[src/rtl/spi_ctrl_pkg.sv]
// spi_ctrl_pkg: register offsets, STATUS bit layout, FSM states and helpers
// shared by the SPI controller CSR block and its FIFOs.
package spi_ctrl_pkg;

    localparam logic [3:0] OFF_CMD       = 4'd0;
    localparam logic [3:0] OFF_ADDR      = 4'd1;
    localparam logic [3:0] OFF_ADDR_CFG  = 4'd2;
    localparam logic [3:0] OFF_DUMMY_CFG = 4'd3;
    localparam logic [3:0] OFF_DATA_CFG  = 4'd4;
    localparam logic [3:0] OFF_CS_SEL    = 4'd5;
    localparam logic [3:0] OFF_TXFIFO    = 4'd6;
    localparam logic [3:0] OFF_RXFIFO    = 4'd7;
    localparam logic [3:0] OFF_STATUS    = 4'd8;
    localparam logic [3:0] OFF_IRQ_EN    = 4'd9;

    localparam int STAT_BUSY     = 0;
    localparam int STAT_DONE     = 1;
    localparam int STAT_CMD_ERR  = 2;
    localparam int STAT_TX_OVF   = 3;
    localparam int STAT_RX_OVF   = 4;
    localparam int STAT_RX_UNF   = 5;
    localparam int STAT_TX_FLUSH = 8;
    localparam int STAT_RX_FLUSH = 9;
    localparam int STAT_RX_LVL   = 16;
    localparam int STAT_TX_LVL   = 24;

    localparam logic [31:0] DEFAULT_RDATA  = 32'hDEADBEEF;
    localparam logic [2:0]  MAX_ADDR_BYTES = 3'd4;

    typedef enum logic [1:0] {
        ST_IDLE,
        ST_REQ,
        ST_BUSY
    } state_t;

    function automatic logic [2:0] sat_addr_bytes(input logic [2:0] value);
        return (value > MAX_ADDR_BYTES) ? MAX_ADDR_BYTES : value;
    endfunction

endpackage

[src/rtl/spi_ctrl_fifo.sv]
// spi_ctrl_fifo: 8-bit synchronous FIFO with level output and synchronous flush.
// A pop frees the slot in the same cycle, so push+pop on a full FIFO both succeed.
module spi_ctrl_fifo
#(
    parameter int DEPTH = 16
) (
    input  logic                     clk,
    input  logic                     reset_n,
    input  logic                     push,
    input  logic [7:0]               push_data,
    input  logic                     pop,
    input  logic                     flush,
    output logic [7:0]               head,
    output logic                     empty,
    output logic                     full,
    output logic [$clog2(DEPTH):0]   level
);

    localparam int AW = $clog2(DEPTH);

    logic [7:0]    mem [DEPTH];
    logic [AW-1:0] wr_ptr;
    logic [AW-1:0] rd_ptr;
    logic [AW:0]   count;
    logic          do_push;
    logic          do_pop;

    assign empty   = (count == '0);
    assign full    = (count == (AW+1)'(DEPTH));
    assign do_pop  = pop && !empty;
    assign do_push = push && (!full || do_pop);
    assign head    = empty ? 8'h00 : mem[rd_ptr];
    assign level   = count;

    always_ff @(posedge clk) begin
        if (do_push && !flush) begin
            mem[wr_ptr] <= push_data;
        end
    end

    // Flush outranks any push or pop issued in the same cycle.
    always_ff @(posedge clk or negedge reset_n) begin
        if (!reset_n) begin
            wr_ptr <= '0;
            rd_ptr <= '0;
            count  <= '0;
        end else if (flush) begin
            wr_ptr <= '0;
            rd_ptr <= '0;
            count  <= '0;
        end else begin
            if (do_push) begin
                wr_ptr <= wr_ptr + 1'b1;
            end
            if (do_pop) begin
                rd_ptr <= rd_ptr + 1'b1;
            end
            count <= count + (AW+1)'(do_push) - (AW+1)'(do_pop);
        end
    end

endmodule

[src/rtl/spi_ctrl_csr.sv]
// spi_ctrl_csr: CPU register front-end that issues transfer requests to an SPI engine.
// Define SPI_CTRL_IRQ_EN to build the IRQ_EN register and drive the irq output.
module spi_ctrl_csr
    import spi_ctrl_pkg::*;
#(
    parameter int NUM_CS     = 4,
    parameter int FIFO_DEPTH = 16,
    localparam int CS_W      = (NUM_CS > 1) ? $clog2(NUM_CS) : 1
) (
    input  logic              clk,
    input  logic              reset_n,
    input  logic              cpu_if_read,
    input  logic              cpu_if_write,
    input  logic [31:2]       cpu_if_address,
    input  logic [31:0]       cpu_if_write_data,
    output logic [31:0]       cpu_if_read_data,
    output logic              cpu_if_access_complete,
    output logic              req_valid,
    input  logic              req_ready,
    output logic [7:0]        command,
    output logic              read_write_n,
    output logic [31:0]       address,
    output logic [2:0]        address_bytes,
    output logic [3:0]        dummy_cycles,
    output logic [7:0]        data_bytes,
    output logic [CS_W-1:0]   chip_select,
    output logic [7:0]        tx_data,
    output logic              tx_valid,
    input  logic              tx_ready,
    input  logic [7:0]        rx_data,
    input  logic              rx_valid,
    input  logic              access_complete,
    output logic              irq
);

    localparam int LVL_W = $clog2(FIFO_DEPTH) + 1;

    state_t          state;
    state_t          state_next;
    logic [3:0]      offset;
    logic            is_idle;
    logic            cmd_wr;
    logic            start;
    logic            status_wr;
    logic            txfifo_wr;
    logic            rxfifo_rd;
    logic            tx_pop;
    logic            tx_flush;
    logic            rx_flush;
    logic            unused_addr_bits;

    logic [8:0]      cmd_reg;
    logic [31:0]     addr_reg;
    logic [2:0]      addr_cfg;
    logic [3:0]      dummy_cfg;
    logic [7:0]      data_cfg;
    logic [CS_W-1:0] cs_sel;
    logic [5:1]      sticky;
    logic [5:1]      sticky_set;
    logic [5:1]      sticky_clr;
    logic [31:0]     status_word;
    logic [31:0]     irq_en_word;
    logic [31:0]     rd_mux;

    logic [7:0]      tx_head;
    logic            tx_empty;
    logic            tx_full;
    logic [LVL_W-1:0] tx_level;
    logic [7:0]      rx_head;
    logic            rx_empty;
    logic            rx_full;
    logic [LVL_W-1:0] rx_level;

    assign offset           = cpu_if_address[5:2];
    assign unused_addr_bits = ^cpu_if_address[31:6];
    assign is_idle          = (state == ST_IDLE);
    assign cmd_wr           = cpu_if_write && (offset == OFF_CMD);
    assign start            = cmd_wr && is_idle;
    assign status_wr        = cpu_if_write && (offset == OFF_STATUS);
    assign txfifo_wr        = cpu_if_write && (offset == OFF_TXFIFO);
    assign rxfifo_rd        = cpu_if_read && (offset == OFF_RXFIFO);
    assign tx_flush         = status_wr && cpu_if_write_data[STAT_TX_FLUSH];
    assign rx_flush         = status_wr && cpu_if_write_data[STAT_RX_FLUSH];
    assign tx_valid         = !tx_empty;
    assign tx_data          = tx_head;
    assign tx_pop           = tx_valid && tx_ready;

    spi_ctrl_fifo #(.DEPTH(FIFO_DEPTH)) u_tx_fifo (
        .clk       (clk),
        .reset_n   (reset_n),
        .push      (txfifo_wr),
        .push_data (cpu_if_write_data[7:0]),
        .pop       (tx_pop),
        .flush     (tx_flush),
        .head      (tx_head),
        .empty     (tx_empty),
        .full      (tx_full),
        .level     (tx_level)
    );

    spi_ctrl_fifo #(.DEPTH(FIFO_DEPTH)) u_rx_fifo (
        .clk       (clk),
        .reset_n   (reset_n),
        .push      (rx_valid),
        .push_data (rx_data),
        .pop       (rxfifo_rd),
        .flush     (rx_flush),
        .head      (rx_head),
        .empty     (rx_empty),
        .full      (rx_full),
        .level     (rx_level)
    );

    always_ff @(posedge clk or negedge reset_n) begin
        if (!reset_n) begin
            state <= ST_IDLE;
        end else begin
            state <= state_next;
        end
    end

    always_comb begin
        state_next = state;
        req_valid  = 1'b0;
        case (state)
            ST_IDLE: begin
                if (start) begin
                    state_next = ST_REQ;
                end
            end
            ST_REQ: begin
                req_valid = 1'b1;
                if (req_ready) begin
                    state_next = ST_BUSY;
                end
            end
            ST_BUSY: begin
                if (access_complete) begin
                    state_next = ST_IDLE;
                end
            end
            default: state_next = ST_IDLE;
        endcase
    end

    // A dropped push only counts as overflow when no pop freed a slot and no flush discarded it.
    always_comb begin
        sticky_set               = '0;
        sticky_set[STAT_DONE]    = (state == ST_BUSY) && access_complete;
        sticky_set[STAT_CMD_ERR] = cmd_wr && !is_idle;
        sticky_set[STAT_TX_OVF]  = txfifo_wr && tx_full && !tx_pop;
        sticky_set[STAT_RX_OVF]  = rx_valid && rx_full && !rxfifo_rd && !rx_flush;
        sticky_set[STAT_RX_UNF]  = rxfifo_rd && rx_empty;
        sticky_clr               = status_wr ? cpu_if_write_data[5:1] : '0;
    end

    always_comb begin
        status_word                         = '0;
        status_word[STAT_BUSY]              = !is_idle;
        status_word[5:1]                    = sticky;
        status_word[STAT_RX_LVL +: 8]       = 8'(rx_level);
        status_word[STAT_TX_LVL +: 8]       = 8'(tx_level);
    end

    always_comb begin
        rd_mux = DEFAULT_RDATA;
        case (offset)
            OFF_CMD:       rd_mux = {23'd0, cmd_reg};
            OFF_ADDR:      rd_mux = addr_reg;
            OFF_ADDR_CFG:  rd_mux = {29'd0, addr_cfg};
            OFF_DUMMY_CFG: rd_mux = {28'd0, dummy_cfg};
            OFF_DATA_CFG:  rd_mux = {24'd0, data_cfg};
            OFF_CS_SEL:    rd_mux = 32'(cs_sel);
            OFF_TXFIFO:    rd_mux = 32'd0;
            OFF_RXFIFO:    rd_mux = {24'd0, rx_head};
            OFF_STATUS:    rd_mux = status_word;
            OFF_IRQ_EN:    rd_mux = irq_en_word;
            default:       rd_mux = DEFAULT_RDATA;
        endcase
    end

    // Configuration registers only move while idle; the request outputs are a snapshot taken on CMD.
    always_ff @(posedge clk or negedge reset_n) begin
        if (!reset_n) begin
            cmd_reg       <= '0;
            addr_reg      <= '0;
            addr_cfg      <= '0;
            dummy_cfg     <= '0;
            data_cfg      <= '0;
            cs_sel        <= '0;
            command       <= '0;
            read_write_n  <= 1'b0;
            address       <= '0;
            address_bytes <= '0;
            dummy_cycles  <= '0;
            data_bytes    <= '0;
            chip_select   <= '0;
        end else begin
            if (cpu_if_write && is_idle) begin
                case (offset)
                    OFF_CMD:       cmd_reg   <= cpu_if_write_data[8:0];
                    OFF_ADDR:      addr_reg  <= cpu_if_write_data;
                    OFF_ADDR_CFG:  addr_cfg  <= sat_addr_bytes(cpu_if_write_data[2:0]);
                    OFF_DUMMY_CFG: dummy_cfg <= cpu_if_write_data[3:0];
                    OFF_DATA_CFG:  data_cfg  <= cpu_if_write_data[7:0];
                    OFF_CS_SEL:    cs_sel    <= cpu_if_write_data[CS_W-1:0];
                    default: ;
                endcase
            end
            if (start) begin
                command       <= cpu_if_write_data[7:0];
                read_write_n  <= cpu_if_write_data[8];
                address       <= addr_reg;
                address_bytes <= addr_cfg;
                dummy_cycles  <= dummy_cfg;
                data_bytes    <= data_cfg;
                chip_select   <= cs_sel;
            end
        end
    end

    always_ff @(posedge clk or negedge reset_n) begin
        if (!reset_n) begin
            sticky                 <= '0;
            cpu_if_access_complete <= 1'b0;
            cpu_if_read_data       <= '0;
        end else begin
            sticky                 <= (sticky & ~sticky_clr) | sticky_set;
            cpu_if_access_complete <= cpu_if_read || cpu_if_write;
            cpu_if_read_data       <= cpu_if_read ? rd_mux : 32'd0;
        end
    end

`ifdef SPI_CTRL_IRQ_EN
    logic [5:1] irq_en;

    always_ff @(posedge clk or negedge reset_n) begin
        if (!reset_n) begin
            irq_en <= '0;
        end else if (cpu_if_write && (offset == OFF_IRQ_EN)) begin
            irq_en <= cpu_if_write_data[5:1];
        end
    end

    assign irq_en_word = {26'd0, irq_en, 1'b0};
    assign irq         = |(sticky & irq_en);
`else
    assign irq_en_word = 32'd0;
    assign irq         = 1'b0;
`endif

endmodule

[config.mk]
export PLATFORM = sky130hd
export DESIGN_NAME = spi_ctrl_csr
export DESIGN_NICKNAME = d
export VERILOG_FILES = /design/src/rtl/spi_ctrl_pkg.sv /design/src/rtl/spi_ctrl_fifo.sv /design/src/rtl/spi_ctrl_csr.sv
export SDC_FILE = /design/constraint.sdc
export NUM_CORES = 1
export LEC_CHECK = 0
export ABC_CLOCK_PERIOD_IN_PS = 6190
export CORE_MARGIN = 4
export CORE_UTILIZATION = 50
export CTS_CLUSTER_DIAMETER = 60
export CTS_CLUSTER_SIZE = 16
export DETAILED_ROUTE_END_ITERATION = 8
export GPL_TIMING_DRIVEN = 0
export PLACE_DENSITY = 0.69
export SYNTH_ARGS = -nofsm -noshare
export SYNTH_HDL_FRONTEND = slang
export SYNTH_HIERARCHICAL = 1
export SYNTH_SLANG_ARGS = --single-unit
[constraint.sdc]
create_clock -name clk -period 6.19 [get_ports clk]
set_clock_uncertainty 0.1 [all_clocks]
set_input_delay 1.238 -clock clk [delete_from_list [all_inputs] [get_ports clk]]
set_output_delay 1.238 -clock clk [all_outputs]
set_load 0.05 [all_outputs]
==> key figures <==
Floorplanning
  – Row count: 70
  – Die Y-Extent: around 200 um
  – Initial core utilization: 50.64%
  – IO Pins: 180
  – Die X: ~200 um
  – Core area: 0.03652 mm^2
  – Die ar.: approximately 0.040 mm^2

Synth
  – Synth warnings: 6
  – Post-Synthesis Cell Area: 0.01849 mm^2
  – Top FF cell, synth: edfxtp_1
  – Net Count, Synth: 1183
  – Distinct cell type count after synthesis: 67
  – Ys async rst share: 41.55%
  – Synthesized area per cell: 17.08 um^2
  – Cells after Synth: around 1100
  – #FFs+latches synth: around 440
  – Post-synth EDFFs: roughly 260
  – Sequential fraction of the synthesis area: 66.19%

STA
  – RSZ-0062 raised after global routing: no
  – Fin crit share: 72.67%
  – Relative slew slack: a little under a tenth
  – Worst hold slack: 0.4010 ns
  – Min Tclk post-route: roughly 4.5 ns
  – Max Clk Rate: between 0.2 and 0.25 GHz
  – Final setup margin: roughly 1.7 ns
  – Worst Tran Pin Value: approximately 1.4 ns
  – Setup_tns: 0 ns
  – Slew Viols, Final: 0
  – Setup-failing EPs final: 0
  – Final Hold Vio Count: 0

Route
  – Vias per cell: 5.767
  – DRT Pass-1 Iters: 6
  – Post-route ant nets: 0
  – Drt first-iter violations: 804
  – Final wirelength: between 40000 and 50000 um
  – # DRC: 0
  – Routed vias: approximately 10000
  – DR WL/cell: 23.89 um

Global route
  – Gr usage total: about a fifth
  – First-pass GRT wire length: around 65000 um
  – Total gr overflow: 0
  – Initial antenna violation count: 0
  – Largest net degree at the start of global routing: ~110
  – Vias in the first global route: between 10000 and 15000

Clocking
  – Root Buffer: clkbuf_16
  – H-tree Lvls: 2
  – CTS tree: yes
  – Clk_lat worst skew: around 0.56 ns
  – CTS clk-pin slew, worst paths: 0.07 ns
  – Maximum root-to-sink buffer count: 3
  – Setup bufs post-CTS: 0
  – CTS Hold Bufs: 0
  – TritonCTS Sinks: between 400 and 500
  – CTS resizes: 0
  – Num CTS Buffers: 37

Final layout
  – ANT cells: 0
  – Layout net count: approximately 1400
  – Biggest regs: u_rx_fifo/mem: 128 flops, u_tx_fifo/mem: 128 flops
  – Final cell count without fillers: around 1800
  – Synth-to-Final Area Change: 18.50%
  – Fillcell total: between 2000 and 3000
  – Proportion of layout cells with a drive suffix above 1: between 20% and 30%

Worst setup path
  – Worst-path cell chain: inv_1, ha_1, or4b_2, clkbuf_1, inv_1, nor2b_1, o21ai_0, clkbuf_1, mux2i_1, ha_1, fa_1, a21oi_1, nor2_1, or3_1, a21oi_1
  – Worst endpoint required time: 6.57 ns
  – Worst Setup End Kind: register
  – Max Fanout on Critical Path: 10
  – Crit. Startpoint: u_tx_fifo/level[3]
  – CP max stage delay: ~0.70 ns
  – Startpoint types: register
  – Setup CP Type: reg2reg
  – Arr. time, crit path: between 4 and 5 ns
  – Crit Reg-Reg Startpoint: u_tx_fifo/level[3]
  – Slowest-stage cell, CP: or4b_2

Power and ir drop
  – Power Density: 413.2 mW/mm^2
  – Maximum VDD drop: about 0.27 mV
  – Tot Pwr: slightly above 9 mW
  – Leak pwr: roughly 8.4 nW

Hold path
  – Hold Crit Class: reg2reg
  – Hold path start: sticky[2]

Placed design
  – Final HPWL DP: between 20000 and 30000 um
  – Place WS: approximately 1.2 ns
  – Cell count after placement: 1707
  – Port bufs: 151
  – Routability cong.: about 0.9

Status
  – Outcome: complete, no violations

Run
  – Max cap viols: 0
layer usage:
layer | GRT usage [%] | vias to the layer above | share of wire [%]
met4 | 5.506 | 0 | 2.1
met2 | 32.36 | 334 | 46
met3 | 4.938 | 59 | 7.0
met5 | 0 | - | 0
li1 | - | 4534 | -
met1 | 31.07 | 5315 | 44
report_power, final:
group	internal [mW]	switching (mW)	total, mW
clock	1.30	1.06	2.36
combinational	1.29	1.65	2.94
sequential	3.49	0.261	3.75
area by class of cell:
class,instances,area (um^2),share of cell area (%)
Sequential cell,438,12240,55.86
Multi-Input combinational cell,561,5712,26.06
Timing Repair Buffer,159,1594,7.273
Clock buffer,54,1064,4.853
Tap cell,468,585.6,2.672
Buffer,66,508.0,2.318
Clock inverter,12,143.9,0.6565
Inverter,18,67.56,0.3083
cells in the final DEF (no fill, tap or decap), types with 13 or more instances in the layout:
cell             netlist  routed
mux2_2                78      78
clkbuf_1              20      33
nor2b_1               16      16
mux2_4                60      60
nand3_1               15      15
mux4_2                48      48
o21ai_0               25      25
ha_1                  20      20
mux2i_1               23      23
inv_1                 18      18
nor2_1                41      41
dfrtp_1              182     182
buf_2                 14      15
buf_6                 13      13
edfxtp_1             256     256
a22oi_1               13      13
nand2_1               27      27
mux4_1                16      16
clkbuf_16              0      40
clkdlybuf4s50_1        0     150
and3_1                15      15
a21oi_1               42      42
critical path: cells and delay by family, from the launching register on:
kind                       cells  cell delay (ns)
adders and majority gates      3             0.89
buffers and inverters          4             0.91
AOI/OAI and AO/OA              3             0.65
muxes                          1             0.22
and+or+nand+nor                4             1.24
DFF                            1             0.42
per-stage QoR:
step	area, um^2	util [%]
global route	21920	60.01
finish	21920	60.01
CTS	21890	59.92
global placement	20590	56.38
detailed placement	20680	56.62
floorplan	18490	-
kinds of logic (layout without fill, tap and decap cells):
family / Yosys count / in the layout / share of synthesized area (%)
and+or+nand+nor: 180 / 180 / 5.500
muxes: 225 / 225 / 18.98
DFF: 438 / 438 / 66.19
adders and majority gates: 22 / 22 / 1.570
other: 1 / 1 / 0.02028
xor gates and xnor gates: 16 / 16 / 0.7577
AOI/OAI and AO/OA: 117 / 117 / 3.863
buffers and inverters: 84 / 309 / 3.112
synth_stat cells, drive strengths merged, types with 3 or more instances:
cell | count | area [um^2]
o211ai | 3 | 27.52
a31oi | 4 | 25.02
nand2 | 29 | 113.9
nor2b | 16 | 100.1
nand3b | 5 | 37.54
dfrtp | 182 | 4554
mux4 | 64 | 1501
a21o | 3 | 22.52
ha | 20 | 250.2
nand3 | 15 | 75.07
a41oi | 3 | 26.28
xnor2 | 6 | 52.55
nor2 | 41 | 153.9
nor3 | 14 | 70.07
xor2 | 10 | 87.58
mux2i | 23 | 230.2
inv | 18 | 67.56
mux2 | 138 | 1779
and3 | 15 | 93.84
a22oi | 13 | 97.59
a32oi | 3 | 26.28
nor4 | 5 | 46.29
clkbuf | 26 | 157.6
a21oi | 42 | 210.2
or2 | 5 | 31.28
or4 | 3 | 22.52
nand2b | 8 | 50.05
nor3b | 9 | 72.57
buf | 40 | 350.3
edfxtp | 256 | 7687
o21ai | 33 | 168.9
final timing paths:
path | slack, ns | cells after the start | end
hold reg to reg | 0.40 | 1 | sticky[2]
max in group asynchronous | 4.50 | 2 | command[7]
min in group asynchronous | 0.54 | 1 | address[22]
hold / removal | 0.40 | 1 | sticky[2]
setup reg to reg | 1.69 | 15 | u_tx_fifo/level[4]
setup / recovery | 1.69 | 15 | u_tx_fifo/level[4]
Power figures use the tool's default switching activity.
